<file path="src/rtl/common.sv">
// Shared types and helpers for the memory-stage load/store path.
// Bus request/response structs match the DCache port.
package common;

    typedef enum logic [1:0] {
        MSIZE1 = 2'd0,
        MSIZE2 = 2'd1,
        MSIZE4 = 2'd2,
        MSIZE8 = 2'd3
    } msize_t;

    typedef enum logic [1:0] {
        IDLE = 2'd0,
        REQ  = 2'd1,
        DONE = 2'd2
    } mau_state_t;

    typedef struct packed {
        logic        valid;
        logic [63:0] addr;
        msize_t      size;
        logic [7:0]  strobe;
        logic [63:0] data;
    } dbus_req_t;

    typedef struct packed {
        logic        addr_ok;
        logic        data_ok;
        logic [63:0] data;
    } dbus_resp_t;

    function automatic logic [7:0] size_mask(msize_t s);
        case (s)
            MSIZE1:  return 8'h01;
            MSIZE2:  return 8'h03;
            MSIZE4:  return 8'h0F;
            default: return 8'hFF;
        endcase
    endfunction

    function automatic logic misaligned(logic [2:0] off, msize_t s);
        case (s)
            MSIZE1:  return 1'b0;
            MSIZE2:  return off[0];
            MSIZE4:  return |off[1:0];
            default: return |off;
        endcase
    endfunction

endpackage

</file>
<file path="src/rtl/mem_access_unit_if.sv">
// Pipeline-side and DCache-side signals of the memory access unit.
// slave is the unit itself; master is its environment.
interface mem_access_unit_if;
    import common::*;

    logic        req_valid;
    logic        req_is_store;
    logic [63:0] req_addr;
    msize_t      req_size;
    logic        req_unsigned;
    logic [63:0] req_wdata;
    logic [4:0]  req_rd;
    logic        stall;
    logic        wb_valid;
    logic [63:0] wb_data;
    logic [4:0]  wb_rd;
    logic        misalign;
    logic        bus_err;
    dbus_req_t   dreq;
    dbus_resp_t  dresp;

    modport slave (
        input  req_valid, req_is_store, req_addr, req_size,
        input  req_unsigned, req_wdata, req_rd, dresp,
        output stall, wb_valid, wb_data, wb_rd,
        output misalign, bus_err, dreq
    );

    modport master (
        output req_valid, req_is_store, req_addr, req_size,
        output req_unsigned, req_wdata, req_rd, dresp,
        input  stall, wb_valid, wb_data, wb_rd,
        input  misalign, bus_err, dreq
    );

endinterface

</file>
<file path="src/rtl/mem_align.sv">
// Byte-lane steering: store shift/strobe and load extract/extend.
// Purely combinational; fed from the latched request.
module mem_align
    import common::*;
(
    input  msize_t      size,
    input  logic [2:0]  off,
    input  logic        is_store,
    input  logic        is_unsigned,
    input  logic [63:0] wdata,
    input  logic [63:0] rdata,
    output logic [7:0]  strobe,
    output logic [63:0] sdata,
    output logic [63:0] ldata
);

    logic [5:0]  sh;
    logic [63:0] raw;

    assign sh    = {off, 3'b000};
    assign sdata = wdata << sh;
    assign raw   = rdata >> sh;

    // Loads never write, so their strobe stays zero.
    always_comb begin
        strobe = 8'h00;
        if (is_store) strobe = size_mask(size) << off;
    end

    // Truncate the lane-aligned word to size, then extend.
    always_comb begin
        ldata = raw;
        case (size)
            MSIZE1: ldata = is_unsigned ? {56'd0, raw[7:0]}
                                        : {{56{raw[7]}}, raw[7:0]};
            MSIZE2: ldata = is_unsigned ? {48'd0, raw[15:0]}
                                        : {{48{raw[15]}}, raw[15:0]};
            MSIZE4: ldata = is_unsigned ? {32'd0, raw[31:0]}
                                        : {{32{raw[31]}}, raw[31:0]};
            default: ldata = raw;
        endcase
    end

endmodule

</file>
<file path="src/rtl/mem_access_unit.sv">
// Memory-stage load/store sequencer in front of DCache.
// Holds the bus request until data_ok; optional watchdog.
module mem_access_unit
    import common::*;
#(
    parameter int MAX_WAIT = 0,
    parameter int CNT_BITS = 16
) (
    input  logic               clk,
    input  logic               reset,
    mem_access_unit_if.slave   bus
);

    localparam logic [CNT_BITS-1:0] MAXW = CNT_BITS'(MAX_WAIT);

    mau_state_t          state, state_d;
    logic [CNT_BITS-1:0] cnt, cnt_d, cnt_inc;
    logic                mis_q, mis_d, err_q, err_d;
    logic                st_q, uns_q;
    logic [63:0]         addr_q, wdata_q, rdata_q;
    msize_t              size_q;
    logic [4:0]          rd_q;
    logic                aligned_req, accept;
    logic [7:0]          strobe;
    logic [63:0]         sdata, ldata;
    logic                unused;

    assign unused      = bus.dresp.addr_ok;
    assign aligned_req = bus.req_valid
                       & ~misaligned(bus.req_addr[2:0], bus.req_size);
    assign accept      = (state == IDLE) & aligned_req;
    assign cnt_inc     = cnt + CNT_BITS'(1);

    // State, watchdog count and fault pulses.
    always_ff @(posedge clk or negedge reset) begin
        if (!reset) begin
            state <= IDLE;
            cnt   <= '0;
            mis_q <= 1'b0;
            err_q <= 1'b0;
        end else begin
            state <= state_d;
            cnt   <= cnt_d;
            mis_q <= mis_d;
            err_q <= err_d;
        end
    end

    // Next state, watchdog and fault decisions.
    always_comb begin
        state_d = state;
        cnt_d   = cnt;
        mis_d   = 1'b0;
        err_d   = 1'b0;
        unique case (state)
            IDLE: begin
                cnt_d = '0;
                if (bus.req_valid) begin
                    if (aligned_req) state_d = REQ;
                    else             mis_d   = 1'b1;
                end
            end
            REQ: begin
                if (bus.dresp.data_ok) begin
                    state_d = DONE;
                    cnt_d   = '0;
                end else if (MAX_WAIT != 0 && cnt_inc == MAXW) begin
                    state_d = IDLE;
                    err_d   = 1'b1;
                    cnt_d   = '0;
                end else begin
                    cnt_d = cnt_inc;
                end
            end
            DONE:    state_d = IDLE;
            default: state_d = IDLE;
        endcase
    end

    // Latch the accepted op and the returned read data.
    always_ff @(posedge clk or negedge reset) begin
        if (!reset) begin
            st_q    <= 1'b0;
            uns_q   <= 1'b0;
            addr_q  <= '0;
            size_q  <= MSIZE1;
            wdata_q <= '0;
            rd_q    <= '0;
            rdata_q <= '0;
        end else begin
            if (accept) begin
                st_q    <= bus.req_is_store;
                uns_q   <= bus.req_unsigned;
                addr_q  <= bus.req_addr;
                size_q  <= bus.req_size;
                wdata_q <= bus.req_wdata;
                rd_q    <= bus.req_rd;
            end
            if (state == REQ && bus.dresp.data_ok)
                rdata_q <= bus.dresp.data;
        end
    end

    mem_align u_align (
        .size        (size_q),
        .off         (addr_q[2:0]),
        .is_store    (st_q),
        .is_unsigned (uns_q),
        .wdata       (wdata_q),
        .rdata       (rdata_q),
        .strobe      (strobe),
        .sdata       (sdata),
        .ldata       (ldata)
    );

    // Bus request, stall and writeback outputs.
    always_comb begin
        bus.dreq = '0;
        if (state == REQ) begin
            bus.dreq.valid  = 1'b1;
            bus.dreq.addr   = addr_q;
            bus.dreq.size   = size_q;
            bus.dreq.strobe = strobe;
            bus.dreq.data   = sdata;
        end
        bus.stall    = (state != IDLE) | aligned_req;
        bus.wb_valid = (state == DONE);
        bus.wb_data  = '0;
        bus.wb_rd    = '0;
        if (state == DONE && !st_q) begin
            bus.wb_data = ldata;
            bus.wb_rd   = rd_q;
        end
        bus.misalign = mis_q;
        bus.bus_err  = err_q;
    end

endmodule

</file>
<file path="src/flat_wrapper.sv">
// flat-port wrapper written by rule: the top's interface ports become plain ports
module mem_access_unit_flat import common::*;
#(
    parameter int MAX_WAIT = 0,
    parameter int CNT_BITS = 16
)
  (clk, reset, bus_req_valid, bus_req_is_store, bus_req_addr, bus_req_size, bus_req_unsigned, bus_req_wdata, bus_req_rd, bus_dresp, bus_stall, bus_wb_valid, bus_wb_data, bus_wb_rd, bus_misalign, bus_bus_err, bus_dreq);
  mem_access_unit_if bus_i ();
  input  logic clk;
  input  logic reset;
  input wire logic [$bits(bus_i.req_valid)-1:0] bus_req_valid;
  input wire logic [$bits(bus_i.req_is_store)-1:0] bus_req_is_store;
  input wire logic [$bits(bus_i.req_addr)-1:0] bus_req_addr;
  input wire logic [$bits(bus_i.req_size)-1:0] bus_req_size;
  input wire logic [$bits(bus_i.req_unsigned)-1:0] bus_req_unsigned;
  input wire logic [$bits(bus_i.req_wdata)-1:0] bus_req_wdata;
  input wire logic [$bits(bus_i.req_rd)-1:0] bus_req_rd;
  input wire logic [$bits(bus_i.dresp)-1:0] bus_dresp;
  output wire logic [$bits(bus_i.stall)-1:0] bus_stall;
  output wire logic [$bits(bus_i.wb_valid)-1:0] bus_wb_valid;
  output wire logic [$bits(bus_i.wb_data)-1:0] bus_wb_data;
  output wire logic [$bits(bus_i.wb_rd)-1:0] bus_wb_rd;
  output wire logic [$bits(bus_i.misalign)-1:0] bus_misalign;
  output wire logic [$bits(bus_i.bus_err)-1:0] bus_bus_err;
  output wire logic [$bits(bus_i.dreq)-1:0] bus_dreq;
  assign bus_i.req_valid = bus_req_valid;
  assign bus_i.req_is_store = bus_req_is_store;
  assign bus_i.req_addr = bus_req_addr;
  assign bus_i.req_size = bus_req_size;
  assign bus_i.req_unsigned = bus_req_unsigned;
  assign bus_i.req_wdata = bus_req_wdata;
  assign bus_i.req_rd = bus_req_rd;
  assign bus_i.dresp = bus_dresp;
  assign bus_stall = bus_i.stall;
  assign bus_wb_valid = bus_i.wb_valid;
  assign bus_wb_data = bus_i.wb_data;
  assign bus_wb_rd = bus_i.wb_rd;
  assign bus_misalign = bus_i.misalign;
  assign bus_bus_err = bus_i.bus_err;
  assign bus_dreq = bus_i.dreq;
  mem_access_unit #(.MAX_WAIT(MAX_WAIT), .CNT_BITS(CNT_BITS)) u_core (.clk(clk), .reset(reset), .bus(bus_i));
endmodule
</file>
<file path="config.mk">
export PLATFORM = sky130hd
export DESIGN_NAME = mem_access_unit_flat
export DESIGN_NICKNAME = d
export VERILOG_FILES = /design/src/rtl/common.sv /design/src/rtl/mem_access_unit_if.sv /design/src/rtl/mem_align.sv /design/src/rtl/mem_access_unit.sv /design/src/flat_wrapper.sv
export SDC_FILE = /design/constraint.sdc
export NUM_CORES = 1
export LEC_CHECK = 0
export ABC_AREA = 1
export CORE_ASPECT_RATIO = 1.4
export CORE_MARGIN = 5
export CORE_UTILIZATION = 42
export CTS_CLUSTER_SIZE = 16
export DETAILED_ROUTE_END_ITERATION = 8
export PLACE_DENSITY = 0.78
export SETUP_SLACK_MARGIN = 0.05
export SLEW_MARGIN = 20
export SYNTH_ARGS = -nofsm -noshare
export SYNTH_HDL_FRONTEND = slang
export SYNTH_SLANG_ARGS = --single-unit
</file>
<file path="constraint.sdc">
create_clock -name clk -period 1.75 [get_ports clk]
set_input_delay 0.35 -clock clk [delete_from_list [all_inputs] [get_ports clk]]
set_output_delay 0.35 -clock clk [all_outputs]
set_load 0.02 [all_outputs]
</file>
== Word-level counts from Yosys, hierarchy flattened ==
Cells that the tools add are included.

* Bits in registers: 204
* Bits of input ports: 206
* Output and inout bits: 212
* Logic and storage cells: 53

* Equal/unequal tests: 9
* Shift operators: 3
* Multiplexer cells: 18
* Bitwise operators: 4
* Reductions and logical operators: 10

{| class="wikitable"
|+ Operators with widths
! operator !! number
|-
| two-way mux 64 bit || 4
|-
| case mux 64 bit (3 select lines) || 1
|-
| two-way mux 139 bit || 1
|-
| left shift 64 x 6 -> 64 bit || 1
|-
| right shift 64 x 6 -> 64 bit || 1
|-
| case mux 8 bit (3 select lines) || 1
|-
| two-way mux 8 bit || 2
|-
| left shift 8 x 3 -> 8 bit || 1
|-
| == test 2 x 1 -> 1 bit, second input constant || 3
|-
| == test 2 bit, second input constant || 3
|-
| logical NOT 2 bit || 3
|-
| two-way mux 2 bit || 3
|-
| two-way mux 5 bit || 1
|-
| != test 2 bit, second input constant || 2
|-
| case mux 2 bit (2 select lines) || 1
|-
| two-way mux 1 bit || 3
|-
| case mux 1 bit (3 select lines) || 1
|-
| AND reduction 3 bit || 1
|-
| OR reduction 3 bit || 1
|-
| bitwise AND 1 bit || 2
|-
| logical AND 1 bit || 2
|-
| != test 2 x 1 -> 1 bit, second input constant || 1
|-
| nonzero test 2 bit || 1
|-
| OR reduction 2 bit || 1
|-
| other kinds (3) || 3
|}

== Depth between registers and ports, before layout ==
Gate-level depths: netlist of the first run.

* Word-level depth: 7
* Gate-level depth with buffers: 13
* Mapped depth without buffers: 11

== Hierarchy ==
From an unflattened synthesis of the first run, not the netlist that was laid out.

* Cell total of the unflattened synthesis: 2183
* Area total of the unflattened synthesis: 13726.9 um2

{| class="wikitable"
|+ By module, submodules not included
! module !! instances !! cells each !! area an instance (um2) !! sequential area each (um2)
|-
| mem_access_unit || 1 || 1328 || 9663.0 || 5104.9
|-
| mem_align || 1 || 855 || 4063.9 || 0.0
|}

== Worst setup path before layout of the first run ==
Ideal clock, no wire load.

* Kind: register -> output
* Start: reg u_core.state[1]
* End: out bus_dreq[42]
* Arrival: 1.935 ns
* Required time: 1.400 ns
* Slack: -0.535 ns
* Cell stages (with the launch flop): 7
* Path buffers: 1
* Cell sequence: dfrtp_1 nor2_2 inv_1 nor2_1 inv_1 clkbuf_1 o21ai_0

* Cells in the longest elaborated chain, start to end: 2

{| class="wikitable"
|+ RTL lines
! what !! RTL line !! RTL
|-
| start: declaration || mem_access_unit.sv:16 || <nowiki>mau_state_t state, state_d;</nowiki>
|-
| start signal: assignment || mem_access_unit.sv:42 || <nowiki>state <= state_d;</nowiki>
|-
| == test 2 x 1 -> 1 bit || mem_access_unit.sv:119 || <nowiki>if (state == REQ) begin</nowiki>
|-
| two-way mux 139 bit || mem_access_unit.sv:119 ||
|-
| end: declaration || flat_wrapper.sv:25 || <nowiki>output wire logic [$bits(bus_i.dreq)-1:0] bus_dreq;</nowiki>
|}

Every way passes these cells.

== Worst setup path after layout of the first run ==
* Start: reg u_core.addr_q[0]
* End: out bus_wb_data[40]

* Cells in the longest elaborated chain, start to end: 4
* Elaborated cells on any way between the ends: 6
* Those cells by class: shift (1); mux (5)

{| class="wikitable"
|+ RTL lines
! what !! RTL line !! RTL
|-
| start: declaration || mem_access_unit.sv:20 || <nowiki>logic [63:0] addr_q, wdata_q, rdata_q;</nowiki>
|-
| start signal: assignment || mem_access_unit.sv:94 || <nowiki>addr_q <= bus.req_addr;</nowiki>
|-
| right shift 64 x 6 -> 64 bit (*) || mem_align.sv:22 || <nowiki>assign raw = rdata >> sh;</nowiki>
|-
| two-way mux 64 bit (on tied branches) || mem_align.sv:38, mem_align.sv:34, mem_align.sv:36 ||
|-
| case mux 64 bit (3 select lines) (*) || mem_align.sv:33 || <nowiki>case (size)</nowiki>
|-
| two-way mux 64 bit (*) || mem_access_unit.sv:130 || <nowiki>if (state == DONE && !st_q) begin</nowiki>
|-
| end: declaration || flat_wrapper.sv:21 || <nowiki>output wire logic [$bits(bus_i.wb_data)-1:0] bus_wb_data;</nowiki>
|}

Mark *: on every way between the ends. The rest lies on a longest branch, timed or not.

==> summary.txt, run 1 <==
Setup path
  – CP Launch Type: register
  – Worst reg-to-reg setup slack: 20 ps
  – Setup crit end kind: primary output
  – CP Class: register to primary output
  – Worst path bufs/invs: 4
  – CP max stage delay: 530 ps
  – Worst r2r src: u_core.state[0]
  – Critical path, cell by cell: buf_12 > nand2_1 > nand3_2 > nand3_2 > nand2_2 > nand2_4 > nand2_4 > nor2_4 > buf_6 > clkbuf_16 > nor3_4 > buf_4
  – Critical path peak fanout: 16
  – CP top delay family: simple AND/OR/NAND/NOR gates
  – WP data required: 1400 ps
  – CP max-delay cell: dfrtp_4
  – CP Launch Point: u_core.addr_q[0]
  – CP arrival: approximately 2500 ps

Place
  – IO Port Bufs: 415
  – DP HPWL: 41.6 mm
  – Placer congestion estimate: 0.983

Status
  – Status: complete, but fails checks
  – Violated checks: setup timing

STA
  – Sum Neg Setup Slack: -158,320 ps
  – Slew Limit Fails: 0
  – Slew headroom: 0.659
  – Fin worst setup slack: -1070 ps
  – Tcrit/Tclk final: 1.61
  – Clock Skews: 11.8 ps
  – Clock period minus worst slack: ~2800 ps
  – Final setup fails: between 200 and 250
  – Final hold viol count: 0
  – Achievable frequency: 355 MHz
  – Slew @ Worst Pin: 512 ps
  – RSZ-0062 raised after global routing: yes

Synth
  – Mapped Area: 12,200 um^2
  – Syn_nets: 2,016
  – Synth Area per Inst: between 6 and 7 um^2
  – Yosys cell types: 35
  – Synthesis Warnings: 0
  – Seq cells post-synth: just over 200
  – Syn Inst Count: 1,810
  – Post-synthesis sequential area ratio: 0.417

Route
  – Number of routed nets with antenna violations: 0
  – Initial DRC count: 1,115
  – DR vias/cell: 5.27
  – Vias: 14,600
  – Wire length per cell: approximately 20 um
  – DR pass1 iterations: 5
  – Final wirelength: 55.9 mm
  – Post-route DRC violation count: 0

Clock tree
  – Latest clock arrival within the worst-skew pair: 530 ps
  – Total CTS buffers: 23
  – Clock Path Buffers: 3
  – Worst-path clk slew: 60 ps
  – CTS H-tree lvls: 1
  – CTS tree: done
  – Clock Sinks: 204
  – CTS root buffer: clkbuf_16

Finish
  – Share of cells above drive strength 1: 0.343
  – FILL cells: 2,112
  – Area Overhead vs Synth: 77.2%
  – Area of the multi-input gates: 7810 um^2
  – Register area: 5110 um^2
  – Post-layout util: 0.749
  – Final net count: 2,578

Floorplanning
  – Initial core utilization: 0.423
  – Die area: roughly 33,000 um^2
  – Core Region: slightly below 30,000 um^2
  – Die Ht: 212 um
  – IO Count: 418
  – Num rows: 74
  – Chip width: approximately 150 um

Power and ir drop
  – Total leakage power: 0.0104 uW
  – VDD IR-drop max: around 950 uV
  – P per Cell Area: 1400 nW/um^2

Global route
  – Largest net degree at the start of global routing: 74
  – Total congestion overflow: 0
  – Vias in the first global route: 14,700
  – GRT Total Usage: 0.320
  – Initial antenna violation count: 8
  – First-pass GRT wire length: 81.5 mm

Job
  – Max-cap violations: 0

Worst hold path
  – HP Class: primary input to asynchronous set/reset pin
-- layout by cell type (no fill, tap or decap), drive strengths merged, types with 11 or more instances in the layout --
cell type / Yosys / layout
nor2: 218 / 218
buf: 76 / 382
dlygate4sd2: 0 / 24
o21ai: 183 / 183
or2: 12 / 12
inv: 214 / 215
a22oi: 11 / 11
nand2: 528 / 528
nand3: 42 / 42
o211ai: 24 / 24
mux2i: 18 / 18
o22ai: 26 / 26
dfrtp: 204 / 204
nor3: 35 / 35
a22o: 16 / 16
clkbuf: 57 / 50
clkdlybuf4s50: 0 / 218
a21oi: 124 / 124
clkdlybuf4s15: 0 / 25
-- path summary, 6_finish.rpt --
kind,depth (start not counted),end
max,12,bus_wb_data[40]
min,2,u_core.rdata_q[44]
max reg2reg,9,u_core.wdata_q[28]
min reg2reg,2,u_core.rdata_q[0]
max in group asynchronous,3,u_core.wdata_q[31]
min in group clk,3,u_core.rdata_q[43]
-- cell usage after synthesis --
cell / instances / area [um^2]
nor2_4: 2 / 22.5
inv_1: 212 / 796
nor3_1: 34 / 170
conb_1: 1 / 3.75
clkbuf_1: 57 / 214
buf_2: 46 / 230
o21bai_1: 1 / 7.51
nand3_1: 42 / 210
buf_1: 18 / 67.6
o21ai_0: 182 / 911
a31oi_1: 1 / 6.26
mux2i_1: 18 / 180
inv_2: 2 / 7.51
a22o_1: 16 / 140
clkinv_1: 2 / 7.51
o21a_1: 3 / 22.5
buf_4: 7 / 52.6
nor3_2: 1 / 10.0
a22oi_1: 11 / 82.6
nand2_2: 3 / 18.8
o22ai_1: 26 / 163
dfrtp_1: 204 / 5100
o31ai_1: 1 / 7.51
buf_6: 5 / 56.3
o211ai_1: 24 / 180
and2_1: 2 / 12.5
nor2_1: 215 / 807
a21boi_0: 1 / 7.51
or2_2: 12 / 75.1
nor2_2: 1 / 6.26
a21oi_1: 124 / 621
nand4_1: 6 / 37.5
nand2_1: 525 / 1970
o21ai_1: 1 / 5.00
a211oi_1: 4 / 30.0
-- stage by stage --
stage               worst slack [ps]  instance area [um^2]  hold WS (ps)  instances  power, uW
finish                         -1070                 21700           250       2771      30400
global route                   -1150                 21700           272       2771      31900
CTS                            -1040                 21000           254       2743      29000
detailed placement              -947                 20100           233       2686      23300
floorplan                       -211                 14300          54.4       1810      17200
global placement                -904                 20100           235       2686      23100
-- layer usage --
metal  GRT usage  routed length [um]
met1       0.339               18400
met2       0.577               28600
met3      0.0621                4180
met4       0.209                4510
met5           0                  81
-- power breakdown --
part	switching (uW)	internal, uW	total [uW]	leakage [uW]
Combinational	10300	7650	17900	0.00764
Sequential	1120	6270	7390	0.00241
Clock	2060	3000	5070	0.000379
Total	13500	16900	30400	0.0104
-- what timing repair did --
action | CTS | global route
gates cloned | 4 | 8
hold buffers | 1 | 0
pin swaps | 11 | 18
endpoints found under the setup margin | 211 | 292
buffers inserted | 10 | 18
resized for setup | 599 | 351
hold endpoints to repair | 27 | 0
-- flip-flops by register name, indices dropped and copies added (netlist names) --
signal / flops
u_core.wdata_q: 64
u_core.state: 2
u_core.addr_q: 64
u_core.st_q: 1
u_core.rdata_q: 64
u_core.size_q: 2
u_core.uns_q: 1
u_core.rd_q: 5
u_core.bus.misalign: 1
-- cells by family after synthesis --
family          after synthesis  share of synthesized area
simple gates                843                      0.273
compound gates              395                      0.178
mux                          18                     0.0147
buf+inv                     349                      0.117
flops                       204                      0.417
other cells                   1                   0.000306
-- cell type report --
cell class                 instances  area share
timing repair inverter             1    0.000404
inverter                         216      0.0386
multi-input combinational       1257       0.360
clock inverter                    10     0.00623
sequential                       204       0.236
clock buffer                      32      0.0295
timing repair buffer             669       0.308
tap                              380      0.0219
antenna                            2    0.000231
(Power assumes the default switching activity.)
==> run 2: changes to the inputs <==
CELL_PAD_IN_SITES_DETAIL_PLACEMENT = 0   (was not set)
CELL_PAD_IN_SITES_GLOBAL_PLACEMENT = 2   (was not set)
CORE_UTILIZATION = 26   (was 42)
PLACE_DENSITY = not set   (was 0.78)
PLACE_DENSITY_LB_ADDON = 0.1   (was not set)
clock period = 3.6 ns   (was 1.75 ns; I/O delays follow)
==> summary.txt, run 2 (same netlist as run 1, synthesis figures left out) <==
Global route
  – GR peak layer: met2 (unchanged)
  – Vias in the first global route: 13,900 (was 14,700)
  – Largest net degree at the start of global routing: 108 (was 74)
  – Met2 usage: 0.406 (was 0.577)
  – M1 GR Usage: 0.224 (was 0.339)
  – First-pass GRT wire length: 86.3 mm (was 81.5 mm)
  – GRT Total Usage: 0.217 (was 0.320)
  – Total congestion overflow: 0 (unchanged)
  – Initial antenna violation count: 13 (was 8)
  – Routing usage on met3: 0.0604 (was 0.0621)

Power and ir drop
  – Total leakage power: 0.00954 uW (was 0.0104 uW)
  – VDD IR-drop max: 317 uV (was 950 uV)
  – Power, Total: 12,400 uW (was 30,400 uW)
  – P per Cell Area: 682 nW/um^2 (was 1400 nW/um^2)

Clock tree
  – Latest clock arrival within the worst-skew pair: 550 ps (was 530 ps)
  – Worst-path clk slew: 70 ps (was 60 ps)
  – CTS root buffer: clkbuf_16 (unchanged)
  – Clock Sinks: 204 (unchanged)
  – CTS H-tree lvls: 1 (unchanged)
  – CTS tree: done (unchanged)
  – Clock Path Buffers: 3 (unchanged)
  – Total CTS buffers: 25 (was 23)

Finish
  – Most common cell after layout, fill and taps aside: nand2_1 (unchanged)
  – Final net count: 2,390 (was 2,578)
  – Area Overhead vs Synth: 48.9% (was 77.2%)
  – Register area: 5110 um^2 (about the same)
  – Most frequent cells in the layout: nand2_1, clkdlybuf4s50_1, nor2_1 (was nand2_1, buf_4, clkdlybuf4s50_1)
  – FILL cells: 5,172 (was 2,112)
  – Largest regs: u_core.addr_q (64), u_core.rdata_q (64), u_core.wdata_q (64) (unchanged)
  – Post-layout util: 0.389 (was 0.749)
  – Area of the multi-input gates: 5780 um^2 (was 7810 um^2)
  – Share of cells above drive strength 1: 0.0709 (was 0.343)

Floorplanning
  – Core Region: 46,800 um^2 (was 29,000 um^2)
  – IO Count: 418 (unchanged)
  – Chip width: 193 um (was 154 um)
  – Die area: 51,600 um^2 (was 32,700 um^2)
  – Initial core utilization: 0.262 (was 0.423)
  – Die Ht: 267 um (was 212 um)
  – Num rows: 94 (was 74)

Route
  – Post-route DRC violation count: 0 (unchanged)
  – DR pass1 iterations: 5 (unchanged)
  – Final wirelength: 58.9 mm (was 55.9 mm)
  – DR vias/cell: 4.63 (was 5.27)
  – Vias: 13,100 (was 14,600)
  – Number of routed nets with antenna violations: 0 (unchanged)
  – Initial DRC count: 772 (was 1,115)
  – Wire length per cell: 20.8 um (was 20.2 um)

Job
  – Max-cap violations: 0 (unchanged)

STA
  – RSZ-0062 raised after global routing: no (was yes)
  – Sum Neg Setup Slack: 0 ps (was -158,320 ps)
  – Slew Limit Fails: 0 (unchanged)
  – Achievable frequency: 286 MHz
  – Final setup fails: 0 (was 211)
  – Slew @ Worst Pin: 675 ps (was 512 ps)
  – Slew headroom: 0.550 (was 0.659)
  – Clock period minus worst slack: 3490 ps
  – Tcrit/Tclk final: 0.970
  – Hold_ws: 133 ps (was 250 ps)
  – Clock Skews: 27.9 ps (was 11.8 ps)
  – Final hold viol count: 0 (unchanged)

Place
  – IO Port Bufs: 415 (unchanged)
  – Placer congestion estimate: 0.894 (was 0.983)
  – DP HPWL: 43.8 mm (was 41.6 mm)

Setup path
  – Worst r2r src: u_core.state[1] (was u_core.state[0])
  – Worst reg-to-reg setup slack: 1740 ps (was 20 ps)
  – CP Class: register to primary output (unchanged)
  – CP Launch Type: register (unchanged)
  – Worst Reg-to-Reg Cells: 7 (was 9)
  – Critical path peak fanout: 37 (was 16)
  – Setup crit end kind: primary output (unchanged)
  – WP data required: 2880 ps (was 1400 ps)
  – R2R Path End: u_core.rdata_q[55] (was u_core.wdata_q[28])
  – CP arrival: 2770 ps (was 2470 ps)
  – CP Launch Point: u_core.addr_q[0] (unchanged)

Status
  – Status: complete, no violations (was complete, but fails checks)

Worst hold path
  – HP Class: primary input to asynchronous set/reset pin (unchanged)
## run 2: power breakdown
part	internal, uW	switching, uW
Sequential	3050	597
Clock	1640	1070
Combinational	2280	3790
## run 2: worst max-delay path, stage by stage (launching register included)
cell             delay [ps]
dfrtp_4                 560
buf_4                   200
buf_16                  180
o21ai_0                 240
a22oi_1                 180
o22ai_1                 220
clkdlybuf4s50_1         640
## run 2: per-layer routing
| metal | part of all wire | vias up |
|---|---|---|
| li1 | - | 6492 |
| met1 | 0.36 | 6070 |
| met2 | 0.52 | 409 |
| met3 | 0.065 | 115 |
| met4 | 0.051 | 14 |
| met5 | 0.0015 | - |
## run 2: worst max-delay path by stage
stage	to	slack, ps	cells past startpoint
after floorplan	bus_dreq[42]	950	6
after global placement	bus_wb_data[53]	230	8
after detailed placement	bus_wb_data[53]	210	8
after CTS	bus_dreq[36]	50	7
after global routing	bus_dreq[28]	40	8
final	bus_dreq[51]	110	6
## run 2: cell type report
cell class                      instances  share of cell area
Multi-Input combinational cell       1258               0.317
Sequential cell                       204               0.280
Timing Repair Buffer                  479               0.267
Inverter                              216              0.0452
Tap cell                              624              0.0428
Clock buffer                           34              0.0384
Clock inverter                          9             0.00830
Antenna cell                            6            0.000824
## run 2: per-stage QoR
stage               setup WS (ps)  cell area, um^2  cells
finish                        108            18200   2830
global route                 40.8            18200   2829
CTS                          53.5            18100   2821
detailed placement            212            17100   2766
global placement              228            17100   2766
floorplan                     945            12200   1810
## run 2: repair_timing
| item | CTS | global route |
|---|---|---|
| buffers inserted | 10 | 1 |
| gates cloned | 2 | 2 |
| resized for setup | 90 | 80 |
| endpoints found under the setup margin | 105 | 64 |
| hold endpoints to repair | 0 | 0 |
| pin swaps | 2 | 0 |
| hold buffers | 0 | 0 |
==> run 3: changes to the inputs <==
ABC_AREA = not set   (was 1)
CORE_UTILIZATION = 28   (was 26)
clock period = 4 ns   (was 3.6 ns; I/O delays follow)
==> summary.txt, run 3 <==
Status
  – Status: complete, no violations (unchanged)

Setup path
  – CP Launch Type: register (unchanged)
  – CP arrival: 3060 ps (was 2770 ps)
  – R2R Path End: u_core.rdata_q[5] (was u_core.rdata_q[55])
  – CP Capture Point: bus_wb_data[38] (was bus_dreq[51])
  – Worst r2r src: u_core.state[1] (unchanged)
  – Setup crit end kind: primary output (unchanged)
  – CP Class: register to primary output (unchanged)
  – Worst reg-to-reg setup slack: 1610 ps (was 1740 ps)
  – CP Launch Point: u_core.addr_q[0] (unchanged)
  – WP data required: 3200 ps (was 2880 ps)
  – Critical path peak fanout: 24 (was 37)
  – Worst Reg-to-Reg Cells: 5 (was 7)

Place
  – DP HPWL: 36.5 mm (was 43.8 mm)
  – IO Port Bufs: 415 (unchanged)
  – Placer congestion estimate: 0.777 (was 0.894)
  – Pre-CTS setup slack: 505 ps (was 212 ps)

Finish
  – Final net count: 1,739 (was 2,390)
  – Largest regs: u_core.addr_q (64), u_core.rdata_q (64), u_core.wdata_q (64) (unchanged)
  – Most common cell after layout, fill and taps aside: clkdlybuf4s50_1 (was nand2_1)
  – Area Overhead vs Synth: 46.4% (was 48.9%)
  – Area of the multi-input gates: 6770 um^2 (was 5780 um^2)
  – FILL cells: 4,405 (was 5,172)
  – Share of cells above drive strength 1: 0.257 (was 0.0709)
  – Most frequent cells in the layout: clkdlybuf4s50_1, mux2_2, dfrtp_1 (was nand2_1, clkdlybuf4s50_1, nor2_1)
  – Register area: 5110 um^2 (about the same)

Floorplanning
  – Initial core utilization: 0.282 (was 0.262)
  – Core Region: 43,900 um^2 (was 46,800 um^2)
  – IO Count: 418 (unchanged)
  – Die area: 48,600 um^2 (was 51,600 um^2)
  – Num rows: 91 (was 94)
  – Die Ht: 259 um (was 267 um)
  – Chip width: 188 um (was 193 um)

STA
  – Final setup fails: 0 (unchanged)
  – Clock Skews: 10.1 ps (was 27.9 ps)
  – Hold_ws: 254 ps (was 133 ps)
  – Final hold viol count: 0 (unchanged)
  – RSZ-0062 raised after global routing: yes (was no)
  – Achievable frequency: 259 MHz
  – Fin worst setup slack: 140 ps (was 108 ps)
  – Tcrit/Tclk final: 0.965
  – Slew @ Worst Pin: 876 ps (was 675 ps)
  – Slew headroom: 0.416 (was 0.550)
  – Sum Neg Setup Slack: 0 ps (unchanged)
  – Slew Limit Fails: 0 (unchanged)
  – Clock period minus worst slack: 3860 ps

Power and ir drop
  – Pint: 6760 uW (was 6970 uW)
  – Power, Total: 11,100 uW (was 12,400 uW)
  – Net Switching: 4320 uW (was 5460 uW)
  – Net switching fraction of the power: 0.390 (was 0.439)
  – Flop pwr share: 0.315 (was 0.293)
  – Comb pwr share: 0.476 (was 0.489)
  – Total leakage power: 0.00757 uW (was 0.00954 uW)
  – P per Cell Area: 611 nW/um^2 (was 682 nW/um^2)
  – Clk network pwr share: 0.209 (was 0.218)
  – VDD IR-drop max: 343 uV (was 317 uV)

Route
  – DR pass1 iterations: 4 (was 5)
  – Final wirelength: 49.1 mm (was 58.9 mm)
  – DR vias/cell: 4.88 (was 4.63)
  – Initial DRC count: 318 (was 772)
  – Vias: 10,300 (was 13,100)
  – Post-route DRC violation count: 0 (unchanged)
  – Wire length per cell: 23.2 um (was 20.8 um)
  – Number of routed nets with antenna violations: 0 (unchanged)

Synth
  – Top-count cell post-synth: mux2_2 (was nand2_1)
  – Synthesis Warnings: 0 (unchanged)
  – Synth Area in Compound Gates: 0.100 (was 0.178)
  – Largest cells by area after synthesis: dfrtp_1, mux2_2, mux2i_1 (was dfrtp_1, nand2_1, o21ai_0)
  – Post-synthesis mux area share: 0.318 (was 0.0147)
  – Post-synthesis sequential area ratio: 0.412 (was 0.417)
  – Seq cells post-synth: 204 (unchanged)
  – Yosys cell types: 47 (was 35)
  – Top FF cell, synth: dfrtp_1 (unchanged)
  – Main combinational cell family by area after synthesis: multiplexers (was simple AND/OR/NAND/NOR gates)
  – Post-synthesis simple-gate area fraction: 0.126 (was 0.273)
  – Mapped Area: 12,400 um^2 (was 12,200 um^2)
  – Yosys top cell area share: 0.412 (was 0.417)
  – EDFF count, synth: 0 (unchanged)
  – Syn_nets: 1,355 (was 2,016)
  – Syn Inst Count: 1,149 (was 1,810)
  – Area leader, netlist: dfrtp_1 (unchanged)
  – Adder-cell area share of the yosys netlist: 0 (unchanged)
  – Post-synthesis xor/xnor area fraction: 0 (unchanged)
  – Synth cell count leaders: mux2_2, dfrtp_1, mux2i_1 (was nand2_1, nor2_1, inv_1)
  – Ys async rst share: 1.00 (unchanged)
  – Synth Area per Inst: 10.8 um^2 (was 6.76 um^2)

Global route
  – Largest net degree at the start of global routing: 100 (was 108)
  – Initial antenna violation count: 15 (was 13)
  – Vias in the first global route: 11,200 (was 13,900)
  – GRT Total Usage: 0.196 (was 0.217)
  – Total congestion overflow: 0 (unchanged)
  – First-pass GRT wire length: 72.9 mm (was 86.3 mm)

Clock tree
  – Total CTS buffers: 26 (was 25)
  – Worst-path clk slew: 60 ps (was 70 ps)
  – Clock Path Buffers: 3 (unchanged)
  – Clock Sinks: 204 (unchanged)
  – CTS root buffer: clkbuf_16 (unchanged)
  – Latest clock arrival within the worst-skew pair: 560 ps (was 550 ps)
  – CTS tree: done (unchanged)
  – CTS H-tree lvls: 1 (unchanged)
  – Hold buffers post-CTS: 0 (unchanged)

Job
  – Max-cap violations: 0 (unchanged)

Worst hold path
  – HP Class: primary input to asynchronous set/reset pin (unchanged)
-- run 3: area by class of cell --
type / instances / share of cell area
multi-input combinational: 835 / 0.374
sequential: 204 / 0.282
timing repair buffer: 460 / 0.257
clock buffer: 35 / 0.0405
tap: 558 / 0.0385
clock inverter: 11 / 0.00532
inverter: 6 / 0.00145
antenna: 9 / 0.00124
-- run 3: worst min-delay path by stage --
stage                       from            endpoint  slack (ps)  cells past startpoint
2_1_floorplan  u_core.addr_q[63]   u_core.addr_q[63]         470                      1
3_3_place_gp   u_core.addr_q[24]   u_core.addr_q[24]         480                      1
3_5_place_dp   u_core.addr_q[52]   u_core.addr_q[52]         480                      1
4_1_cts                    reset  u_core.rdata_q[35]         320                      1
5_1_grt                    reset  u_core.rdata_q[28]         330                      1
6_report                   reset  u_core.rdata_q[35]         250                      1
-- run 3: worst max-delay path: stages (launching register included) --
cell             delay (ps)
dfrtp_4                 510
buf_12                  140
nor2_1                   40
buf_4                   180
a21o_1                  190
a41o_1                  280
a211oi_4                270
buf_12                  250
a21oi_2                  60
clkdlybuf4s50_1         560
-- run 3: metrics by stage --
stage          utilization  std cells  cell area (um^2)
6_report             0.412       2118             18100
5_1_grt              0.412       2116             18100
4_1_cts              0.411       2109             18000
3_5_place_dp         0.390       2059             17200
3_3_place_gp         0.390       2059             17200
2_1_floorplan            -       1149             12400
-- run 3: routing by layer --
metal / track usage / up-vias / routed length [um]
met1: 0.205 / 5058 / 17500
met2: 0.363 / 332 / 26100
met4: 0.0738 / 14 / 1660
met5: 0 / - / 88
met3: 0.0640 / 83 / 3730
li1: - / 4858 / -
-- run 3: power by group through the flow --
stage               logic (uW)  registers, uW  clock network (uW)
floorplan                 3590           3190                   0
global placement          5250           3530                   0
detailed placement        5270           3560                   0
CTS                       5380           3500                2420
global route              5750           3600                2490
finish                    5270           3490                2320
-- run 3: cells by family after synthesis --
kind of cell           count (synthesis)
and+or+nand+nor                      298
buffers and inverters                110
muxes                                337
DFF                                  204
other                                  1
AOI/OAI and AO/OA                    199
-- run 3: timing repair --
| item | 4_1_cts | 5_1_grt |
|---|---|---|
| setup endpoints to repair | 51 | 52 |
| hold endpoints to repair | 0 | 0 |
| gates resized for setup | 5 | 19 |
| setup buffers | 4 | 0 |
| pin swaps | 0 | 0 |
